--- src/rtl/tlul_pkg.sv ---
// rtl/tlul_pkg.sv - TL-UL channel structs and opcodes shared by host and device sides
package tlul_pkg;

   typedef struct packed {
      logic        a_valid;
      logic [2:0]  a_opcode;
      logic [2:0]  a_param;
      logic [1:0]  a_size;
      logic [7:0]  a_source;
      logic [31:0] a_address;
      logic [3:0]  a_mask;
      logic [31:0] a_data;
      logic [15:0] a_user;
      logic        d_ready;
   } tl_h2d_t;

   typedef struct packed {
      logic        d_valid;
      logic [2:0]  d_opcode;
      logic [7:0]  d_source;
      logic [31:0] d_data;
      logic        d_error;
      logic        a_ready;
   } tl_d2h_t;

   localparam logic [2:0] PutFullData    = 3'd0;
   localparam logic [2:0] PutPartialData = 3'd1;
   localparam logic [2:0] Get            = 3'd4;
   localparam logic [2:0] AccessAck      = 3'd0;
   localparam logic [2:0] AccessAckData  = 3'd1;

endpackage

--- src/rtl/tlul_host_adapter.sv ---
// rtl/tlul_host_adapter.sv - req/gnt/rvalid master to TL-UL host bridge with in-order response tracking
module tlul_host_adapter #(
   parameter int          MaxReqs    = 2,
   parameter logic [7:0]  SourceBase = 8'h00
) (
   input  logic                clk_i,
   input  logic                rst_ni,
   input  logic                req_i,
   output logic                gnt_o,
   input  logic [31:0]         addr_i,
   input  logic                we_i,
   input  logic [31:0]         wdata_i,
   input  logic [3:0]          be_i,
   output logic                rvalid_o,
   output logic [31:0]         rdata_o,
   output logic                rerr_o,
   output tlul_pkg::tl_h2d_t   tl_o,
   input  tlul_pkg::tl_d2h_t   tl_i,
   output logic                busy_o
);

   localparam logic [2:0] MaxCnt  = 3'(MaxReqs);
   localparam logic [1:0] LastIdx = 2'(MaxReqs - 1);

   logic [2:0]  count_q, count_d;
   logic [1:0]  idx_q, idx_d;
   logic [1:0]  wr_ptr_q, wr_ptr_d;
   logic [1:0]  rd_ptr_q, rd_ptr_d;
   logic [7:0]  fifo_src_q [4];
   logic [7:0]  fifo_src_d [4];
   logic        fifo_we_q  [4];
   logic        fifo_we_d  [4];
   logic        rvalid_q, rvalid_d;
   logic [31:0] rdata_q, rdata_d;
   logic        rerr_q, rerr_d;
   logic        busy_q, busy_d;

   logic        a_valid, handshake, pop;
   logic [7:0]  a_source;
   logic [2:0]  exp_opcode;
   logic [1:0]  unused_addr;

   function automatic logic [1:0] next_ptr(input logic [1:0] p);
      return (p == LastIdx) ? 2'd0 : p + 2'd1;
   endfunction

   assign unused_addr = addr_i[1:0];
   assign a_valid     = req_i && (count_q < MaxCnt);
   assign handshake   = a_valid && tl_i.a_ready;
   // the count doubles as the FIFO occupancy, so a zero count means a spurious response
   assign pop         = tl_i.d_valid && (count_q != 3'd0);
   assign a_source    = 8'(SourceBase + {6'd0, idx_q});
   assign exp_opcode  = fifo_we_q[rd_ptr_q] ? tlul_pkg::AccessAck : tlul_pkg::AccessAckData;

   always_comb begin
      tl_o           = '0;
      tl_o.a_valid   = a_valid;
      tl_o.a_opcode  = !we_i ? tlul_pkg::Get :
                       (be_i == 4'hF) ? tlul_pkg::PutFullData : tlul_pkg::PutPartialData;
      tl_o.a_size    = 2'd2;
      tl_o.a_source  = a_source;
      tl_o.a_address = {addr_i[31:2], 2'b00};
      tl_o.a_mask    = we_i ? be_i : 4'hF;
      tl_o.a_data    = we_i ? wdata_i : 32'd0;
      tl_o.d_ready   = 1'b1;
   end

   always_comb begin
      idx_d      = idx_q;
      wr_ptr_d   = wr_ptr_q;
      rd_ptr_d   = rd_ptr_q;
      fifo_src_d = fifo_src_q;
      fifo_we_d  = fifo_we_q;
      count_d    = count_q;
      if (handshake) begin
         fifo_src_d[wr_ptr_q] = a_source;
         fifo_we_d[wr_ptr_q]  = we_i;
         wr_ptr_d             = next_ptr(wr_ptr_q);
         idx_d                = next_ptr(idx_q);
      end
      if (pop) begin
         rd_ptr_d = next_ptr(rd_ptr_q);
      end
      if (handshake && !pop) begin
         count_d = count_q + 3'd1;
      end else if (!handshake && pop) begin
         count_d = count_q - 3'd1;
      end
      rvalid_d = pop;
      rdata_d  = (pop && !fifo_we_q[rd_ptr_q]) ? tl_i.d_data : 32'd0;
      rerr_d   = pop && (tl_i.d_error ||
                         (tl_i.d_source != fifo_src_q[rd_ptr_q]) ||
                         (tl_i.d_opcode != exp_opcode));
      busy_d   = (count_d != 3'd0);
   end

   always_ff @(posedge clk_i or negedge rst_ni) begin
      if (!rst_ni) begin
         count_q    <= 3'd0;
         idx_q      <= 2'd0;
         wr_ptr_q   <= 2'd0;
         rd_ptr_q   <= 2'd0;
         fifo_src_q <= '{default: 8'd0};
         fifo_we_q  <= '{default: 1'b0};
         rvalid_q   <= 1'b0;
         rdata_q    <= 32'd0;
         rerr_q     <= 1'b0;
         busy_q     <= 1'b0;
      end else begin
         count_q    <= count_d;
         idx_q      <= idx_d;
         wr_ptr_q   <= wr_ptr_d;
         rd_ptr_q   <= rd_ptr_d;
         fifo_src_q <= fifo_src_d;
         fifo_we_q  <= fifo_we_d;
         rvalid_q   <= rvalid_d;
         rdata_q    <= rdata_d;
         rerr_q     <= rerr_d;
         busy_q     <= busy_d;
      end
   end

   assign gnt_o    = handshake;
   assign rvalid_o = rvalid_q;
   assign rdata_o  = rdata_q;
   assign rerr_o   = rerr_q;
   assign busy_o   = busy_q;

endmodule

--- config.mk ---
export PLATFORM = sky130hd
export DESIGN_NAME = tlul_host_adapter
export DESIGN_NICKNAME = d
export VERILOG_FILES = /design/src/rtl/tlul_pkg.sv /design/src/rtl/tlul_host_adapter.sv
export SDC_FILE = /design/constraint.sdc
export NUM_CORES = 1
export LEC_CHECK = 0
export BUFFER_PORTS_ARGS = -buffer_cell sky130_fd_sc_hd__clkbuf_2
export CAP_MARGIN = 20
export CORE_AREA = 3 3 99 101
export CTS_CLUSTER_SIZE = 8
export DETAILED_ROUTE_END_ITERATION = 7
export DIE_AREA = 0 0 102 104
export PLACE_DENSITY = 0.69
export SYNTH_ARGS = -nofsm -noshare
export SYNTH_HDL_FRONTEND = slang
export SYNTH_SLANG_ARGS = --single-unit
--- constraint.sdc ---
create_clock -name clk_i -period 3.1 [get_ports clk_i]
set_clock_uncertainty 0.05 [all_clocks]
set_input_delay 0.31 -clock clk_i [delete_from_list [all_inputs] [get_ports clk_i]]
set_output_delay 0.31 -clock clk_i [all_outputs]
set_load 0.005 [all_outputs]
==> flow_metrics.env, run 1 <==
export IMPL_status="finished, final reports clean"
export IMPL_critical_path_arrival_ns=2.15
export IMPL_rows=35
export IMPL_comb_power_share_pct=31.9
export IMPL_yosys_warnings=0
export IMPL_cp_slowest_stage_delay_ns=0.54
export IMPL_grt_total_usage_pct=12.2
export IMPL_avgRoutedWirePerCell_um=13.6
export IMPL_fill_cells=925
export IMPL_slew_violations=0
export IMPL_cts_tree="built"
export IMPL_grt_busiest_layer="met2"
export IMPL_start_util_pct=31.8
export IMPL_portBuffers=162
export IMPL_cts_made_buffers=5
export IMPL_rsz0062_at_grt="false"
export IMPL_netlist_area_um2=2890
export IMPL_drc=0
export IMPL_regArea_um2=1400
export IMPL_timing_final_crit_share_pct=65.1
export IMPL_worst_pin_slew_ns=0.817
export IMPL_ctsResizeCount=0
export IMPL_htree_levels=2
export IMPL_ctsRootBufferMaster="clkbuf_8"
export IMPL_drtIter0Drc=62
export IMPL_clk_latency_ns=0.29
export IMPL_ys_types=31
export IMPL_yosysTopAreaCell="dfrtp_1"
export IMPL_synth_top_area_share_pct=48.4
export IMPL_dpl_cell_count=486
export IMPL_finalWeightedCongestion=0.775
export IMPL_path_max_fanout=13
export IMPL_critPathLaunchType="flop"
export IMPL_antenna_left=0
export IMPL_cts_sinks=56
export IMPL_critPathCaptureType="flop"
export IMPL_synthArstFlopShare_pct=100
export IMPL_die_h_um=104
export IMPL_grt_use_met3_pct=4.02
export IMPL_slowest_stage="nor3b_1"
export IMPL_ys_ff_latch=56
export IMPL_yosysSeqAreaShare_pct=48.4
export IMPL_grt_pass1_vias=2051
export IMPL_synth_area_leaders="dfrtp_1, buf_4, and2_1, and2_2, mux2_2"
export IMPL_dieArea_um2=10600
export IMPL_swShare_pct=29.0
export IMPL_fin_setup_tns_ns=0
export IMPL_synth_edff_count=0
export IMPL_crit_required_ns=3.23
export IMPL_post_cts_setup_buffers=0
export IMPL_grt_max_degree=39
export IMPL_grt_overflow_total=0
export IMPL_core_um2=9110
export IMPL_hold_class="input port to asynchronous set/reset pin"
export IMPL_ir_drop_mv=0.195
export IMPL_instances_no_fill=492
export IMPL_multi_input_area_um2=1050
export IMPL_hold_buffers=0
export IMPL_drv_cap=0
export IMPL_synthFlopType="dfrtp_1"
export IMPL_whs_ns=0.0428
export IMPL_antenna_found_initial=0
export IMPL_finalWirelength_um=6700
export IMPL_drt_first_pass_iters=3
export IMPL_vias_per_cell=4.11
export IMPL_fmax_ghz=0.496
export IMPL_globalRouteMet1Util_pct=15.9
export IMPL_powerDensity_nw_per_um2=604
export IMPL_die_w_um=102
export IMPL_fin_crit_ns=2.02
export IMPL_synthToLayoutAreaGrowth_pct=21.8
export IMPL_leakage_nw=1.99
export IMPL_syn_area_per_cell_um2=11.4
export IMPL_slew_headroom_pct=45.5
export IMPL_layout_drive_gt1_share_pct=55.1
export IMPL_p_int_mw=1.51
export IMPL_synthCells=254
export IMPL_cts_max_path_buffers=2
export IMPL_use_met2_pct=19.5
export IMPL_fin_nets=503
export IMPL_critPathKind="flop to flop"
export IMPL_crit_chain="and4bb_2 -> nor3b_1 -> mux2_2"
export IMPL_hold_viol_final=0
export IMPL_path_clk_slew_ns=0.09
export IMPL_power_frac_clock_pct=20.8
export IMPL_power_switching_mw=0.617
export IMPL_fin_util_pct=38.7
export IMPL_num_vias=2022
export IMPL_setup_violations_final=0
export IMPL_boundaryPins=256
export IMPL_grt_pass1_wl_um=10500
export IMPL_hpwlAfterDp_um=5550
export IMPL_seq_power_share_pct=47.4
export IMPL_antennaDiodeCount=0
[stage by stage]
stage                     cell area, um^2  power, mW  setup WS, ns
after floorplan                      3000       1.52          1.24
after global placement               3430       1.70          1.11
after detailed placement             3430       1.72          1.07
after CTS                            3520       2.17          1.05
after global routing                 3520       2.30         0.941
final                                3520       2.13          1.08
[flip-flops by register name (all words and copies together) (netlist names)]
name,count
busy_o,1
rerr_o,1
rd_ptr_q,2
fifo_src_q,8
rvalid_o,1
count_q,3
rdata_o,32
fifo_we_q,4
idx_q,2
wr_ptr_q,2
[power groups by stage]
stage | registers, mW | logic, mW | clock network (mW)
5_1_grt | 1.03 | 0.777 | 0.493
6_report | 1.01 | 0.678 | 0.442
2_1_floorplan | 1.02 | 0.506 | 0
3_5_place_dp | 1.03 | 0.694 | 0
4_1_cts | 1.01 | 0.695 | 0.466
3_3_place_gp | 1.02 | 0.676 | 0
[worst max-delay path: cells and delay by family (launching register included)]
kind | cells | cell delay [ns]
DFF | 1 | 0.41
muxes | 1 | 0.40
and+or+nand+nor | 2 | 1.04
[synth_stat cells, types with 2 or more instances]
cell type / n
nand2_1: 4
ha_1: 3
o22ai_1: 2
buf_6: 4
inv_1: 5
a21oi_1: 2
and2_1: 36
o21ai_0: 3
a21boi_0: 3
mux2_2: 9
nand2b_1: 5
buf_4: 63
nand3b_1: 2
nor4_1: 2
dfrtp_1: 56
clkbuf_1: 4
xnor2_1: 5
and2_2: 28
conb_1: 2
a41oi_1: 2
xor2_1: 3
mux4_1: 2
[layout make-up]
cell class	instances	area share, %
timing repair buffer	163	23.2
clock inverter	1	0.852
inverter	5	0.532
sequential	56	39.8
tap	111	3.94
multi-input combinational	151	29.7
clock buffer	5	1.95
[worst paths after layout]
| check | start | depth (start not counted) | endpoint | slack [ns] |
|---|---|---|---|---|
| max in group asynchronous | rst_ni | 2 | fifo_src_q[16] | 2.15 |
| setup / recovery | count_q[1] | 3 | fifo_src_q[25] | 1.08 |
| setup reg to reg | count_q[1] | 3 | fifo_src_q[25] | 1.08 |
| min in group clk_i | tl_i[25] | 2 | rdata_o[23] | 0.16 |
| hold reg to reg | fifo_we_q[2] | 2 | fifo_we_q[2] | 0.43 |
| hold / removal | rst_ni | 1 | rdata_o[31] | 0.04 |
[placed cells by master (no fill, tap or decap), drive strengths merged, types with 2 or more instances in the layout]
cell,instances
nand3b,2
nand2b,6
xnor2,5
xor2,3
o22ai,2
clkbuf,167
mux4,3
o21ai,3
conb,31
a41oi,2
nand2,4
dfrtp,56
mux2,9
nor2,2
ha,3
and2,64
inv,5
a21oi,2
a21boi,3
nor4,2
[layer usage]
metal | wire, um | part of all wire (%)
met1 | 2690 | 40
met2 | 3340 | 50
met3 | 619 | 9.2
met4 | 58 | 0.87
met5 | 0 | 0
[cells by family after synthesis]
kind of cell    count (synthesis)  share of synthesized area, %
compound gates                 12                          2.68
xor+xnor                        8                          2.42
fa+ha+maj                       3                          1.30
buf+inv                        76                          19.1
flops                          56                          48.4
mux                            12                          6.10
other cells                     2                         0.260
simple gates                   85                          19.7
Power figures use the tool's default switching activity.
==> run 2: changes to the inputs <==
ABC_AREA = 1   (was unset)
PLACE_DENSITY = 0.73   (was 0.69)
clock period = 1.9 ns   (was 3.1 ns; I/O delays follow)
==> run 2 against run 1 <==
  * Non-clock buffer count increased by 3
  * Sequential share of layout area decreased by 3.3 points
  * Final cell count increased by 27%
  * Sequential cell count unchanged
  * Combinational power increased by 120%
  * Hold slack got worse by 0.024 ns
  * Total power increased by 92%
  * Via count increased by 26%
  * Synthesized cell count increased by 49%
  * Register-to-register slack got worse by 0.96 ns
  * Critical path type unchanged
==> flow_metrics.env, run 2 <==
export IMPL_comb_power_share_pct=36.6
export IMPL_fin_util_pct=42.2
export IMPL_clk_latency_ns=0.31
export IMPL_final_common_cell="clkbuf_2"
export IMPL_path_max_fanout=7
export IMPL_finalWeightedCongestion=0.817
export IMPL_antennaDiodeCount=0
export IMPL_drtIter0Drc=97
export IMPL_worstSetupStartpoint="count_q[0]"
export IMPL_ir_drop_mv=0.439
export IMPL_fmax_ghz=0.564
export IMPL_layout_drive_gt1_share_pct=42.6
export IMPL_vias_per_cell=4.08
export IMPL_synth_edff_count=0
export IMPL_slew_headroom_pct=52.6
export IMPL_leakage_nw=2.48
export IMPL_power_frac_clock_pct=19.3
export IMPL_synthMuxAreaShare_pct=0
export IMPL_path_clk_slew_ns=0.10
export IMPL_avgRoutedWirePerCell_um=12.0
export IMPL_p_int_mw=2.56
export IMPL_instances_no_fill=623
export IMPL_synthArstFlopShare_pct=100
export IMPL_hold_viol_final=0
export IMPL_fin_nets=632
export IMPL_synth_common_cells="inv_1, nand2_1, buf_4, dfrtp_1, nor2_2"
export IMPL_grt_total_usage_pct=13.7
export IMPL_drv_cap=0
export IMPL_synth_compound_area_share_pct=2.97
export IMPL_cts_made_buffers=5
export IMPL_antenna_found_initial=0
export IMPL_synth_most_common_cell="inv_1"
export IMPL_num_vias=2539
export IMPL_largest_reg_flops=32
export IMPL_synth_top_area_share_pct=44.3
export IMPL_die_w_um=102
export IMPL_dieArea_um2=10600
export IMPL_min_from="tl_i[4]"
export IMPL_ctsResizeCount=0
export IMPL_cts_sinks=56
export IMPL_swShare_pct=37.2
export IMPL_final_cell_mix="clkbuf_2, inv_1, nand2_1, dfrtp_1, nor2_2"
export IMPL_synth_xor_area_share_pct=0.830
export IMPL_grt_max_degree=57
export IMPL_hpwlAfterDp_um=6010
export IMPL_pre_cts_slack_ns=0.100
export IMPL_fin_ws_ns=0.127
export IMPL_power_switching_mw=1.52
export IMPL_yosysSeqAreaShare_pct=44.3
export IMPL_dpl_cell_count=614
export IMPL_powerDensity_nw_per_um2=1060
export IMPL_grt_overflow_total=0
export IMPL_hold_class="input port to flop"
export IMPL_finalWirelength_um=7480
export IMPL_synthFlopType="dfrtp_1"
export IMPL_htree_levels=2
export IMPL_status="finished, final reports clean"
export IMPL_critPathLaunchType="flop"
export IMPL_synth_area_leaders="dfrtp_1, buf_4, inv_1, nand2_1, nor2_2"
export IMPL_ys_types=28
export IMPL_netlist_area_um2=3160
export IMPL_synth_simple_area_share_pct=23.5
export IMPL_ctsRootBufferMaster="clkbuf_8"
export IMPL_drt_first_pass_iters=4
export IMPL_post_cts_setup_buffers=0
export IMPL_synthToLayoutAreaGrowth_pct=21.5
export IMPL_drc=0
export IMPL_slew_violations=0
export IMPL_cts_max_path_buffers=2
export IMPL_grt_pass1_wl_um=11700
export IMPL_setup_violations_final=0
export IMPL_critical_path_arrival_ns=1.91
export IMPL_grt_pass1_vias=2497
export IMPL_antenna_left=0
export IMPL_finalPower_mw=4.08
export IMPL_synth_top_family_by_area="buffers and inverters"
export IMPL_slowest_stage="dfrtp_1"
export IMPL_crit_chain="inv_1 -> ha_1 -> ha_1 -> nor2_4 -> inv_2 -> nand3_1 -> nor2_1 -> nor2_2 -> nand3_1"
export IMPL_ys_ff_latch=56
export IMPL_die_h_um=104
export IMPL_synth_fa_ha_area_share_pct=1.19
export IMPL_fin_crit_ns=1.77
export IMPL_rsz0062_at_grt="true"
export IMPL_yosysTopAreaCell="dfrtp_1"
export IMPL_critPathCaptureType="flop"
export IMPL_start_util_pct=34.7
export IMPL_critPathKind="flop to flop"
export IMPL_crit_required_ns=2.04
export IMPL_cts_tree="built"
export IMPL_rows=35
export IMPL_cp_slowest_stage_delay_ns=0.38
export IMPL_rr_startpoint="count_q[0]"
export IMPL_seq_power_share_pct=44.0
export IMPL_core_um2=9110
export IMPL_synthCells=379
export IMPL_timing_final_crit_share_pct=93.3
export IMPL_boundaryPins=256
export IMPL_portBuffers=162
export IMPL_syn_area_per_cell_um2=8.35
export IMPL_yosys_warnings=0
export IMPL_worst_pin_slew_ns=0.711
[run 2: logic make-up (layout without fill, tap and decap cells)]
kind of cell / after synthesis / count (layout)
adders and majority gates: 3 / 3
xor gates and xnor gates: 3 / 3
DFF: 56 / 56
other: 2 / 31
buffers and inverters: 155 / 259
AOI/OAI and AO/OA: 18 / 18
and+or+nand+nor: 142 / 142
[run 2: final cells by class]
| cell class | count | area (um^2) |
|---|---|---|
| multi-input cells | 197 | 1020 |
| clock inverters | 2 | 38.8 |
| repair buffers | 166 | 843 |
| well taps | 111 | 139 |
| fillers | 924 | 5260 |
| flip-flops and latches | 56 | 1400 |
| inverters | 85 | 332 |
| clock buffers | 6 | 72.6 |
[run 2: worst max-delay path, delay by kind of cell (launching register included)]
kind	cells	cell delay (ns)
adders and majority gates	2	0.43
buffers and inverters	2	0.14
DFF	1	0.38
and+or+nand+nor	5	0.66
[run 2: power by group through the flow]
stage	sequential (mW)	clock [mW]	combinational [mW]
4_1_cts	1.80	0.835	1.53
6_report	1.80	0.790	1.50
3_5_place_dp	1.83	0	1.52
3_3_place_gp	1.81	0	1.47
5_1_grt	1.85	0.865	1.71
2_1_floorplan	1.80	0	1.09
[run 2: path summary, 6_finish.rpt]
check	end	slack, ns	depth (start not counted)
hold / removal	rdata_o[2]	0.02	3
setup reg to reg	busy_o	0.13	9
max in group asynchronous	rdata_o[9]	0.82	3
min in group asynchronous	rvalid_o	0.51	3
setup / recovery	busy_o	0.13	9
hold reg to reg	idx_q[1]	0.43	1
[run 2: repair_timing]
item                                    CTS  global route
hold endpoints to repair                 43             0
endpoints found under the setup margin    0             4
hold buffers                              1             0
[run 2: per-stage QoR]
stage / setup TNS (ns) / cell area (um^2) / hold slack (ns)
global placement: 0 / 3720 / 0.314
global route: -0.00747 / 3840 / 0.00195
finish: 0 / 3840 / 0.0191
detailed placement: 0 / 3720 / 0.330
CTS: 0 / 3840 / 0.00389
floorplan: 0 / 3270 / -0.156
[run 2: routing by layer]
metal / up-vias / global-route usage [%] / routed length [um]
met5: - / 0 / 0
met4: 0 / 5.53 / 199
met3: 23 / 4.49 / 632
met2: 94 / 23.0 / 3670
met1: 1152 / 16.0 / 2980
li1: 1270 / - / -
